===== src/rtl/demux7_deserializer_pkg.sv =====
// Shared types and defaults for the 7-slot serial-to-parallel deserialiser.
package demux7_deserializer_pkg;
  localparam int WIDTH_DEF = 7;
  localparam int CNT_W_DEF = 3;

  typedef enum logic {
    FILL  = 1'b0,
    STALL = 1'b1
  } state_t;
endpackage


===== src/rtl/demux7_deserializer_if.sv =====
// Serial input and parallel output handshake bundle of the deserialiser.
// A transfer happens on a rising edge where valid && ready; valid never waits on ready.
interface demux7_deserializer_if #(
  parameter int WIDTH = 7
) ();
  logic             in_bit;
  logic             in_valid;
  logic             in_ready;
  logic [WIDTH-1:0] word_out;
  logic             word_valid;
  logic             word_ready;

  modport master (
    output in_bit, in_valid, word_ready,
    input  in_ready, word_out, word_valid
  );

  modport slave (
    input  in_bit, in_valid, word_ready,
    output in_ready, word_out, word_valid
  );
endinterface


===== src/rtl/demux7_deserializer_slot_counter.sv =====
// Mod-WIDTH slot index with enable and synchronous clear.
module demux7_deserializer_slot_counter #(
  parameter int WIDTH = 7,
  parameter int CNT_W = 3
) (
  input  logic             clock,
  input  logic             resetn,
  input  logic             clear,
  input  logic             en,
  output logic [CNT_W-1:0] count
);
  localparam logic [CNT_W-1:0] LAST = CNT_W'(WIDTH - 1);

  always_ff @(posedge clock or negedge resetn) begin
    if (!resetn) begin
      count <= '0;
    end else if (clear) begin
      count <= '0;
    end else if (en) begin
      count <= (count == LAST) ? '0 : count + 1'b1;
    end
  end
endmodule


===== src/rtl/demux7_deserializer.sv =====
// Steers accepted serial bits into slots 0..WIDTH-1 and presents the word,
// with a shadow register that lets the next word fill while the output waits.
module demux7_deserializer
  import demux7_deserializer_pkg::*;
#(
  parameter int WIDTH = WIDTH_DEF,
  parameter int CNT_W = CNT_W_DEF
) (
  input  logic                         clock,
  input  logic                         resetn,
  input  logic                         clear,
  demux7_deserializer_if.slave         bus,
  output logic [CNT_W-1:0]             slot,
  output state_t                       state
);
  localparam logic [CNT_W-1:0] LAST = CNT_W'(WIDTH - 1);

  state_t           state_d;
  logic [WIDTH-1:0] shadow;
  logic [WIDTH-1:0] word_q;
  logic             valid_q;
  logic             accept;
  logic             complete;
  logic             out_free;

  assign accept   = bus.in_valid && (state == FILL);
  assign complete = accept && (slot == LAST);
  assign out_free = !valid_q || bus.word_ready;

  assign bus.word_out   = word_q;
  assign bus.word_valid = valid_q;

  demux7_deserializer_slot_counter #(
    .WIDTH (WIDTH),
    .CNT_W (CNT_W)
  ) u_slot_counter (
    .clock  (clock),
    .resetn (resetn),
    .clear  (clear),
    .en     (accept),
    .count  (slot)
  );

  always_ff @(posedge clock or negedge resetn) begin
    if (!resetn) begin
      state <= FILL;
    end else if (clear) begin
      state <= FILL;
    end else begin
      state <= state_d;
    end
  end

  // in_ready is a pure state decode so the consumer never reaches the source combinationally.
  always_comb begin
    state_d      = state;
    bus.in_ready = 1'b0;
    case (state)
      FILL: begin
        bus.in_ready = 1'b1;
        if (complete && !out_free) state_d = STALL;
      end
      STALL: begin
        if (bus.word_ready) state_d = FILL;
      end
      default: state_d = FILL;
    endcase
  end

  always_ff @(posedge clock or negedge resetn) begin
    if (!resetn) begin
      shadow  <= '0;
      word_q  <= '0;
      valid_q <= 1'b0;
    end else if (clear) begin
      shadow  <= '0;
      word_q  <= '0;
      valid_q <= 1'b0;
    end else if (state == FILL) begin
      if (accept && !complete) begin
        shadow[slot] <= bus.in_bit;
      end
      if (complete && out_free) begin
        word_q  <= {bus.in_bit, shadow[WIDTH-2:0]};
        valid_q <= 1'b1;
      end else if (complete) begin
        shadow[WIDTH-1] <= bus.in_bit;
      end else if (valid_q && bus.word_ready) begin
        valid_q <= 1'b0;
      end
    end else if (bus.word_ready) begin
      // Stalled word moves out as the old one is consumed; valid stays high.
      word_q <= shadow;
    end
  end
endmodule


===== src/flat_wrapper.sv =====
// flat-port wrapper written by rule: the top's interface ports become plain ports
module demux7_deserializer_flat import demux7_deserializer_pkg::*;
#(
  parameter int WIDTH = WIDTH_DEF,
  parameter int CNT_W = CNT_W_DEF
)
  (clock, resetn, clear, slot, state, bus_in_bit, bus_in_valid, bus_word_ready, bus_in_ready, bus_word_out, bus_word_valid);
  demux7_deserializer_if #(.WIDTH(WIDTH)) bus_i ();
  input  logic clock;
  input  logic resetn;
  input  logic clear;
  output logic [CNT_W-1:0] slot;
  output state_t state;
  input wire logic [$bits(bus_i.in_bit)-1:0] bus_in_bit;
  input wire logic [$bits(bus_i.in_valid)-1:0] bus_in_valid;
  input wire logic [$bits(bus_i.word_ready)-1:0] bus_word_ready;
  output wire logic [$bits(bus_i.in_ready)-1:0] bus_in_ready;
  output wire logic [$bits(bus_i.word_out)-1:0] bus_word_out;
  output wire logic [$bits(bus_i.word_valid)-1:0] bus_word_valid;
  assign bus_i.in_bit = bus_in_bit;
  assign bus_i.in_valid = bus_in_valid;
  assign bus_i.word_ready = bus_word_ready;
  assign bus_in_ready = bus_i.in_ready;
  assign bus_word_out = bus_i.word_out;
  assign bus_word_valid = bus_i.word_valid;
  demux7_deserializer #(.WIDTH(WIDTH), .CNT_W(CNT_W)) u_core (.clock(clock), .resetn(resetn), .clear(clear), .bus(bus_i), .slot(slot), .state(state));
endmodule

===== config.mk =====
export PLATFORM = sky130hd
export DESIGN_NAME = demux7_deserializer_flat
export DESIGN_NICKNAME = d
export VERILOG_FILES = /design/src/rtl/demux7_deserializer_pkg.sv /design/src/rtl/demux7_deserializer_if.sv /design/src/rtl/demux7_deserializer_slot_counter.sv /design/src/rtl/demux7_deserializer.sv /design/src/flat_wrapper.sv
export SDC_FILE = /design/constraint.sdc
export NUM_CORES = 1
export LEC_CHECK = 0
export ABC_AREA = 1
export BUFFER_PORTS_ARGS = -buffer_cell sky130_fd_sc_hd__buf_2
export CORE_MARGIN = 8
export CORE_UTILIZATION = 50
export DETAILED_ROUTE_END_ITERATION = 8
export PLACE_DENSITY_LB_ADDON = 0.2
export SYNTH_ARGS = -nofsm -noshare
export SYNTH_HDL_FRONTEND = slang
export SYNTH_SLANG_ARGS = --single-unit

===== constraint.sdc =====
create_clock -name clock -period 1.53 [get_ports clock]
set_input_delay 0.2295 -clock clock [delete_from_list [all_inputs] [get_ports clock]]
set_output_delay 0.2295 -clock clock [all_outputs]
set_load 0.01 [all_outputs]

; ---- After elaboration in Yosys (flattened, before gate mapping)
; Index checks and enable logic that the tools add are counted.
[totals]
regBits = 19
inputBits = 6
out_inout_bits = 13
word_cells = 57
[op_classes]
addsub = 1
n_lt_le_gt_ge = 2
n_eq_ne = 4
muxes = 25
bitwise_logic = 1
n_reduce_logical = 18
[op_table]
columns = operator, n
row1 = $mux W7, 7
row2 = $mux W1, 12
row3 = $mux W3, 3
row4 = $bwmux W7, 1
row5 = $logic_and A1 B1 Y1, 7
row6 = $ne A3 B3 Y1 const B, 2
row7 = $reduce_bool A3 Y1, 2
row8 = $lt A3 B4 Y1 const B, 1
row9 = $reduce_and A2 Y1, 2
row10 = $reduce_bool A2 Y1, 2
row11 = $add A3 B1 Y3 const B, 1
row12 = $demux W1 S3, 1
row13 = $eq A3 B3 Y1 const B, 1
row14 = $ge A3 B1 Y1 const B, 1
row15 = $logic_not A1 Y1, 3
row16 = $reduce_and A3 Y1, 1
row17 = $ne A2 B2 Y1 const B, 1
row18 = $pmux W1 S2, 1
row19 = $logic_or A1 B1 Y1, 1
row20 = $not A1 Y1, 1

; ---- Longest topological paths before layout
; Gate-level depths: netlist of run 1.
[logic_depth]
ltp_word = 10
mapped_depth = 7
depth_no_buf = 7

; ---- Hierarchy
; A second synthesis of run 1 with hierarchy kept.
[unflattened]
hier_cells = 135
hier_area_um2 = 1016.0
[by_module_without_submodules]
columns = module, n_inst, cells_each, area_per_inst_um2, seq_area_each_um2
row1 = demux7_deserializer, 1, 111, 848.3, 400.4
row2 = demux7_deserializer_slot_counter, 1, 24, 167.7, 75.1

; ---- Worst setup path after synthesis of run 1
; No wires, ideal clock.
[synth_path]
kind = reg2reg
startpoint = register u_core.state
endpoint = register u_core.word_q[0], in the netlist u_core.bus.word_out[0]
setup_time_ns = 0.118
arrival_time_ns = 1.072
required_time_ns = 1.412
path_slack_ns = 0.341
stages_incl_launch_ff = 7
path_buffers = 0
period_less_slack_ns = 1.189
path_cell_list = dfrtp_1 > nor2_4 > nand2_4 > nand2_4 > nand2_4 > nand3_1 > nand2_1
[synth_between]
elab_chain_len = 6
word_cells_on_any_way = 9
cone_classes = eq/ne: 1 / mux: 2 / bitwise: 1 / reduce/logical: 5
[synth_lines]
columns = item, line
row1 = "start, declared", demux7_deserializer.sv:14  ; output state_t state
row2 = "start signal, assigned", demux7_deserializer.sv:50  ; state <= state_d;
row3 = $not A1 Y1, n/a
row4 = $logic_and A1 B1 Y1, demux7_deserializer.sv:26  ; assign accept = bus.in_valid && (state == FILL);
row5 = $logic_and A1 B1 Y1, demux7_deserializer.sv:27  ; assign complete = accept && (slot == LAST);
row6 = $logic_and A1 B1 Y1, demux7_deserializer.sv:83  ; if (complete && out_free) begin
row7 = $reduce_bool A3 Y1 (no line), n/a
row8 = $reduce_and A2 Y1 (no line), n/a
row9 = "end signal, assigned", demux7_deserializer.sv:84  ; word_q <= {bus.in_bit, shadow[WIDTH-2:0]};
row10 = "end signal, assigned", demux7_deserializer.sv:93  ; word_q <= shadow;
row11 = "end, declared", demux7_deserializer.sv:20  ; logic [WIDTH-1:0] word_q;
; Parallel ways exist; a longest one is shown, timed or not.
; A chain may end at the register's enable or synchronous reset.

; ---- Worst setup path in the final report of run 1
[layout_path]
startpoint = register u_core.state
endpoint = output bus_in_ready
[layout_between]
elab_chain_len = 1
[layout_lines]
columns = item, line
row1 = $mux W1, demux7_deserializer.sv:58  ; case (state)
row2 = "end, declared", flat_wrapper.sv:17  ; output wire logic [$bits(bus_i.in_ready)-1:0] bus_in_ready;
; No other way between the ends.

==> results of run 1 <==
-- per-layer routing --
metal / vias up / part of all wire, %
met5: - / 0
met4: 0 / 1.1
met3: 4 / 6.9
met2: 24 / 48
met1: 401 / 44
li1: 427 / -
-- where the power goes --
group,total (mW),switching (mW),internal (mW)
combinational,0.0903,0.0612,0.0291
clock,0.254,0.157,0.0972
sequential,0.526,0.0112,0.514
-- path summary, 6_finish.rpt --
check                                            start                      to  slack, ps  cells after the start
worst max register to register            u_core.state  u_core.bus.word_out[4]        260                      6
worst min-delay path                             clear            u_core.state        190                      2
worst min register to register  u_core.bus.word_out[6]  u_core.bus.word_out[6]        510                      2
min in group asynchronous                       resetn  u_core.bus.word_out[2]        400                      2
worst max-delay path                      u_core.state            bus_in_ready        180                      2
max in group asynchronous                       resetn  u_core.bus.word_out[4]        840                      2
-- synth_stat cells, drive strengths merged --
master	instances
buf	2
nor2	12
dfrtp	19
nand2	29
a21oi	4
o22ai	1
clkinv	1
nand3	14
nor3	1
o21ai	10
nand4	8
o21bai	1
inv	14
-- area by class of cell --
| type | count | area (um^2) | share of cell area, % |
|---|---|---|---|
| flip-flops and latches | 19 | 475 | 42.5 |
| multi-input cells | 80 | 412 | 36.8 |
| repair buffers | 21 | 115 | 10.3 |
| inverters | 15 | 56.3 | 5.03 |
| clock inverters | 1 | 5.00 | 0.447 |
| clock buffers | 3 | 22.5 | 2.01 |
| well taps | 27 | 33.8 | 3.02 |
-- sequential cells by signal, indices dropped and copies added (netlist names) --
signal / count
u_core.bus.word_out: 7
u_core.shadow: 7
u_core.u_slot_counter.count: 3
u_core.bus.word_valid: 1
u_core.state: 1
-- through the flow --
| step | util (%) | power [mW] | setup WS, ps | instance area (um^2) | hold WS, ps |
|---|---|---|---|---|---|
| after floorplan | - | 0.587 | 341 | 958 | -66.1 |
| after global placement | 57.5 | 0.621 | 320 | 1080 | 185 |
| after detailed placement | 57.5 | 0.623 | 276 | 1080 | 190 |
| after CTS | 59.5 | 0.874 | 165 | 1120 | 185 |
| after global routing | 59.5 | 0.912 | 114 | 1120 | 194 |
| final | 59.5 | 0.870 | 179 | 1120 | 191 |
-- cells by family after synthesis --
| group | synth area share (%) |
|---|---|
| flops | 49.6 |
| compound gates | 9.92 |
| buf+inv | 7.44 |
| simple gates | 33.0 |
-- critical path, delay by kind of cell, from the launching register on --
| kind | cells | cell delay [ps] |
|---|---|---|
| DFF | 1 | 560 |
| buffers and inverters | 2 | 270 |
==> summary.md, run 1 <==
| Metric | Value |
|---|---|
| Filler cells | 186 |
| Min-Delay Path Class | input pin to register |
| Gate Count Post-Synth | 116 |
| Cell area power density | 777 nW/um^2 |
| Layout cell share with drive strength beyond 1 | 23.7% |
| CP max-delay cell | dfrtp_1 |
| Rows | 16 |
| Top-level I/O count | 19 |
| Met1 GRT Util | 15.9% |
| Total number of H-tree levels | 1 |
| Worst Skew | 2.92 ps |
| Avg Inst Size Synth | 8.26 um^2 |
| Unique masters post-synth | 20 |
| Synth area leaders | dfrtp_1 (50%), nand2_1 (9.8%), nand3_1 (7.3%), nand4_1 (5.2%), inv_1 (5.1%) |
| GR Util met3 | 4.30% |
| Die ar. | 3570 um^2 |
| Antenna violations before repair | 0 |
| Synthesized flop and latch total | 19 |
| Post-route DRC | 0 |
| Max-slew violation count | 0 |
| Core box area | 1880 um^2 |
| Fin Setup TNS | 0 ps |
| CP Class | register to primary output |
| Post-synthesis net count | 122 |
| RSZ-0062 raised after global routing | no |
| Initial core utilization | 50.9% |
| Worst Tran Pin Value | 419 ps |
| Post-Place Cells | 161 |
| GP Congestion | 0.884 |
| CTS tree | yes |
| Post-Syn Area | 958 um^2 |
| Hold Vio Cnt, Final | 0 |
| Commonest non-fill, non-tap cells in the layout | nand2_1 (25), dfrtp_1 (19), buf_2 (18) |
| CTS sink cnt | 19 |
| MaxCap Viol Count | 0 |
| ANT nets after route | 0 |
| Resized cells post-CTS | 0 |
| Fmax | 740 MHz |
| Vias per cell | 5.16 |
| Root buffer cell | clkbuf_4 |
| Max-slew headroom | 72.1% |
| Clock latency on the worst-skew pair | 290 ps |
| Post-CTS Repair Setup Buffers | 0 |
| Commonest non-fill, non-tap cell in the layout | nand2_1 |
| Die Ht | 59.8 um |
| Nets | 146 |
| Ordered list of cells on the worst path | inv_2, buf_2 |
| Syn. warnings | 0 |
| Post-synth top area share | 49.6% |
| Global Route met2 Usage | 22.3% |
| Grt ovf | 0 |
| Largest net degree at the start of global routing | 20 |
| Hold buffer count at cts | 1 |
| Number of global-route vias before repair | 879 |
| Period utilisation layout | 88.3% |
| Worst VDD drop | 0.376 mV |
| Status | finished clean |
| Vias | 856 |
| # setup viols final | 0 |
| Critical path fanouts, max | 8 |
| Die width | 59.8 um |
| Tot GR Track Use | 13.5% |
| ANT cells | 0 |
| Starting DRT DRC Count | 31 |
| Global-route wire length before repair | 3.82 mm |
| Seq/Total Area, Yosys | 49.6% |
| Leak Pwr | 0.611 nW |
| Final HPWL DP | 1.63 mm |
| Total CTS buffers | 3 |
| Worst path arrival time | 1120 ps |
| Clk buf depth | 2 |
| Crit path launch type | register |
| Final wirelength | 2.08 mm |
| CTS clk-pin slew, worst paths | 110 ps |
| WL/cell | 12.5 um |
| DRT Pass-1 Iters | 4 |
| GR peak layer | met2 |
| Worst Setup End Kind | primary output |
| Post-route insts no fill | 166 |
| Worst EP required | 1300 ps |
| Yosys top cell by area | dfrtp_1 |
| Port bufs | 18 |
| Fin crit period | 1350 ps |
| Area growth from synthesis to layout | 16.8% |
| CP max stage delay | 560 ps |
(Power assumes the default switching activity.)
==> inputs of run 2 (changes only) <==
--- a/config.mk
+++ b/config.mk
@@ -10,7 +10,9 @@
 export CORE_MARGIN = 8
 export CORE_UTILIZATION = 50
 export DETAILED_ROUTE_END_ITERATION = 8
+export HOLD_SLACK_MARGIN = 0.05
 export PLACE_DENSITY_LB_ADDON = 0.2
+export SETUP_SLACK_MARGIN = 0.2
 export SYNTH_ARGS = -nofsm -noshare
 export SYNTH_HDL_FRONTEND = slang
 export SYNTH_SLANG_ARGS = --single-unit
==> run 2 against run 1 <==
  * Setup slack improved by 72 ps
  * Register-to-register slack improved by 60 ps
  * Core utilization increased by 0.40 points
  * Design area increased by 0.67%
  * Clock-buffer cell count unchanged
  * Critical path depth unchanged
==> summary.md, run 2 (same netlist as run 1, synthesis figures left out) <==
| Metric | Value |
|---|---|
| Status | finished clean |
| Vias per cell | 5.06 (-1.9%) |
| RSZ-0062 raised after global routing | no |
| Rows | 16 (unchanged) |
| Leak Pwr | 0.608 nW (-0.61%) |
| CTS sink cnt | 19 (unchanged) |
| Port bufs | 18 (unchanged) |
| Antenna violations before repair | 0 (unchanged) |
| Filler cells | 184 (-1.1%) |
| CP Class | register to primary output |
| Fmax | 782 MHz (+5.7%) |
| Crit path launch type | register |
| Starting DRT DRC Count | 28 (-9.7%) |
| Global-route wire length before repair | 3.82 mm (unchanged) |
| Max-slew violation count | 0 (unchanged) |
| Fin crit period | 1280 ps (-72.5 ps) |
| Die width | 59.8 um (unchanged) |
| Hold Vio Cnt, Final | 0 (unchanged) |
| Die Ht | 59.8 um (unchanged) |
| Worst EP required | 1300 ps (about the same) |
| CTS tree | yes |
| # setup viols final | 0 (unchanged) |
| Worst VDD drop | 0.380 mV (+1.2%) |
| Worst path arrival time | 1050 ps (-70 ps) |
| Min-Delay Path Class | input pin to register |
| Final wirelength | 2.12 mm (+2.0%) |
| Worst Tran Pin Value | 422 ps (+2.96 ps) |
| Period utilisation layout | 83.5% (-4.7 points) |
| Commonest non-fill, non-tap cells in the layout | nand2_1 (25), buf_2 (18), dfrtp_1 (17) |
| Die ar. | 3570 um^2 (unchanged) |
| Commonest non-fill, non-tap cell in the layout | nand2_1 |
| Area growth from synthesis to layout | 17.6% |
| Total number of H-tree levels | 1 (unchanged) |
| Vias | 840 (-1.9%) |
| Nets | 146 (unchanged) |
| Largest net degree at the start of global routing | 20 (unchanged) |
| Critical path fanouts, max | 8 (unchanged) |
| WL/cell | 12.7 um (+2.0%) |
| Root buffer cell | clkbuf_4 |
| Final HPWL DP | 1.63 mm (unchanged) |
| WHS | 193 ps (+1.99 ps) |
| Fin Setup TNS | 0 ps (unchanged) |
| MaxCap Viol Count | 0 (unchanged) |
| Core box area | 1880 um^2 (unchanged) |
| Clk buf depth | 2 (unchanged) |
| Max-slew headroom | 71.9% (-0.20 points) |
| CTS clk-pin slew, worst paths | 110 ps (about the same) |
| Number of global-route vias before repair | 879 (unchanged) |
| Worst Setup End Kind | primary output |
| Clock latency on the worst-skew pair | 290 ps (about the same) |
| Top-level I/O count | 19 (unchanged) |
| ANT cells | 0 (unchanged) |
| DRT Pass-1 Iters | 4 (unchanged) |
| Grt ovf | 0 (unchanged) |
| Initial core utilization | 50.9% (unchanged) |
| Layout cell share with drive strength beyond 1 | 25.2% (+1.4 points) |
| Post-route DRC | 0 (unchanged) |
| Total CTS buffers | 3 (unchanged) |
| GP Congestion | 0.884 (unchanged) |
| Tot GR Track Use | 13.5% (unchanged) |
| Cell area power density | 774 nW/um^2 (-0.43%) |
| ANT nets after route | 0 (unchanged) |
| Worst Skew | 2.50 ps (-0.415 ps) |
## run 2: cell counts in the layout (fill, tap and decap cells not counted)
No cell type changed its count.
## run 2: layout make-up
class	count	area (um^2)	area share [%]
clock inverter	1	5.00	0.444
clock buffer	3	22.5	2.00
sequential	19	478	42.4
tap	27	33.8	3.00
inverter	15	56.3	4.99
timing repair buffer	21	115	10.2
multi-input combinational	80	417	37.0
## run 2: power by group
group	switching, mW	leakage, nW	internal [mW]
Sequential	0.0122	0.259	0.514
Combinational	0.0623	0.331	0.0299
Clock	0.156	0.0177	0.0972
Total	0.231	0.608	0.641
## run 2: timing repair
| action | 4_1_cts | 5_1_grt |
|---|---|---|
| pin swaps | 0 | 1 |
| gates resized for setup | 1 | 3 |
| endpoints found under the hold margin | 19 | 0 |
| hold buffers | 1 | 0 |
| setup endpoints to repair | 1 | 7 |
| setup buffers | 0 | 0 |
## run 2: path summary, 6_finish.rpt
path | from | endpoint | slack, ps | cells after the start
worst max-delay path | u_core.state | bus_in_ready | 250 | 2
worst min-delay path | clear | u_core.state | 190 | 2
worst min register to register | u_core.bus.word_out[2] | u_core.bus.word_out[2] | 510 | 2
worst max register to register | u_core.state | u_core.bus.word_out[4] | 320 | 6
max in group asynchronous | resetn | u_core.u_slot_counter.count[2] | 820 | 2
min in group asynchronous | resetn | u_core.bus.word_out[2] | 400 | 2
## run 2: critical path: stages (launching register included)
cell and delay, ps:
dfrtp_2 500, inv_2 120, buf_2 140
## run 2: layer usage
layer | wire length (um) | vias to the layer above | global-route usage [%]
met3 | 119 | 6 | 4.30
met5 | 0 | - | 0
met2 | 991 | 16 | 22.3
met4 | 33 | 0 | 4.42
met1 | 971 | 390 | 15.9
li1 | - | 428 | -
## run 2: through the flow
step	setup WS [ps]	cells	total power, mW	util (%)	instance area (um^2)
after detailed placement	276	161	0.623	57.5	1080
final	252	166	0.872	59.9	1130
after global routing	207	166	0.915	59.9	1130
after floorplan	341	116	0.587	-	958
after global placement	320	161	0.621	57.5	1080
after CTS	240	166	0.874	59.6	1120
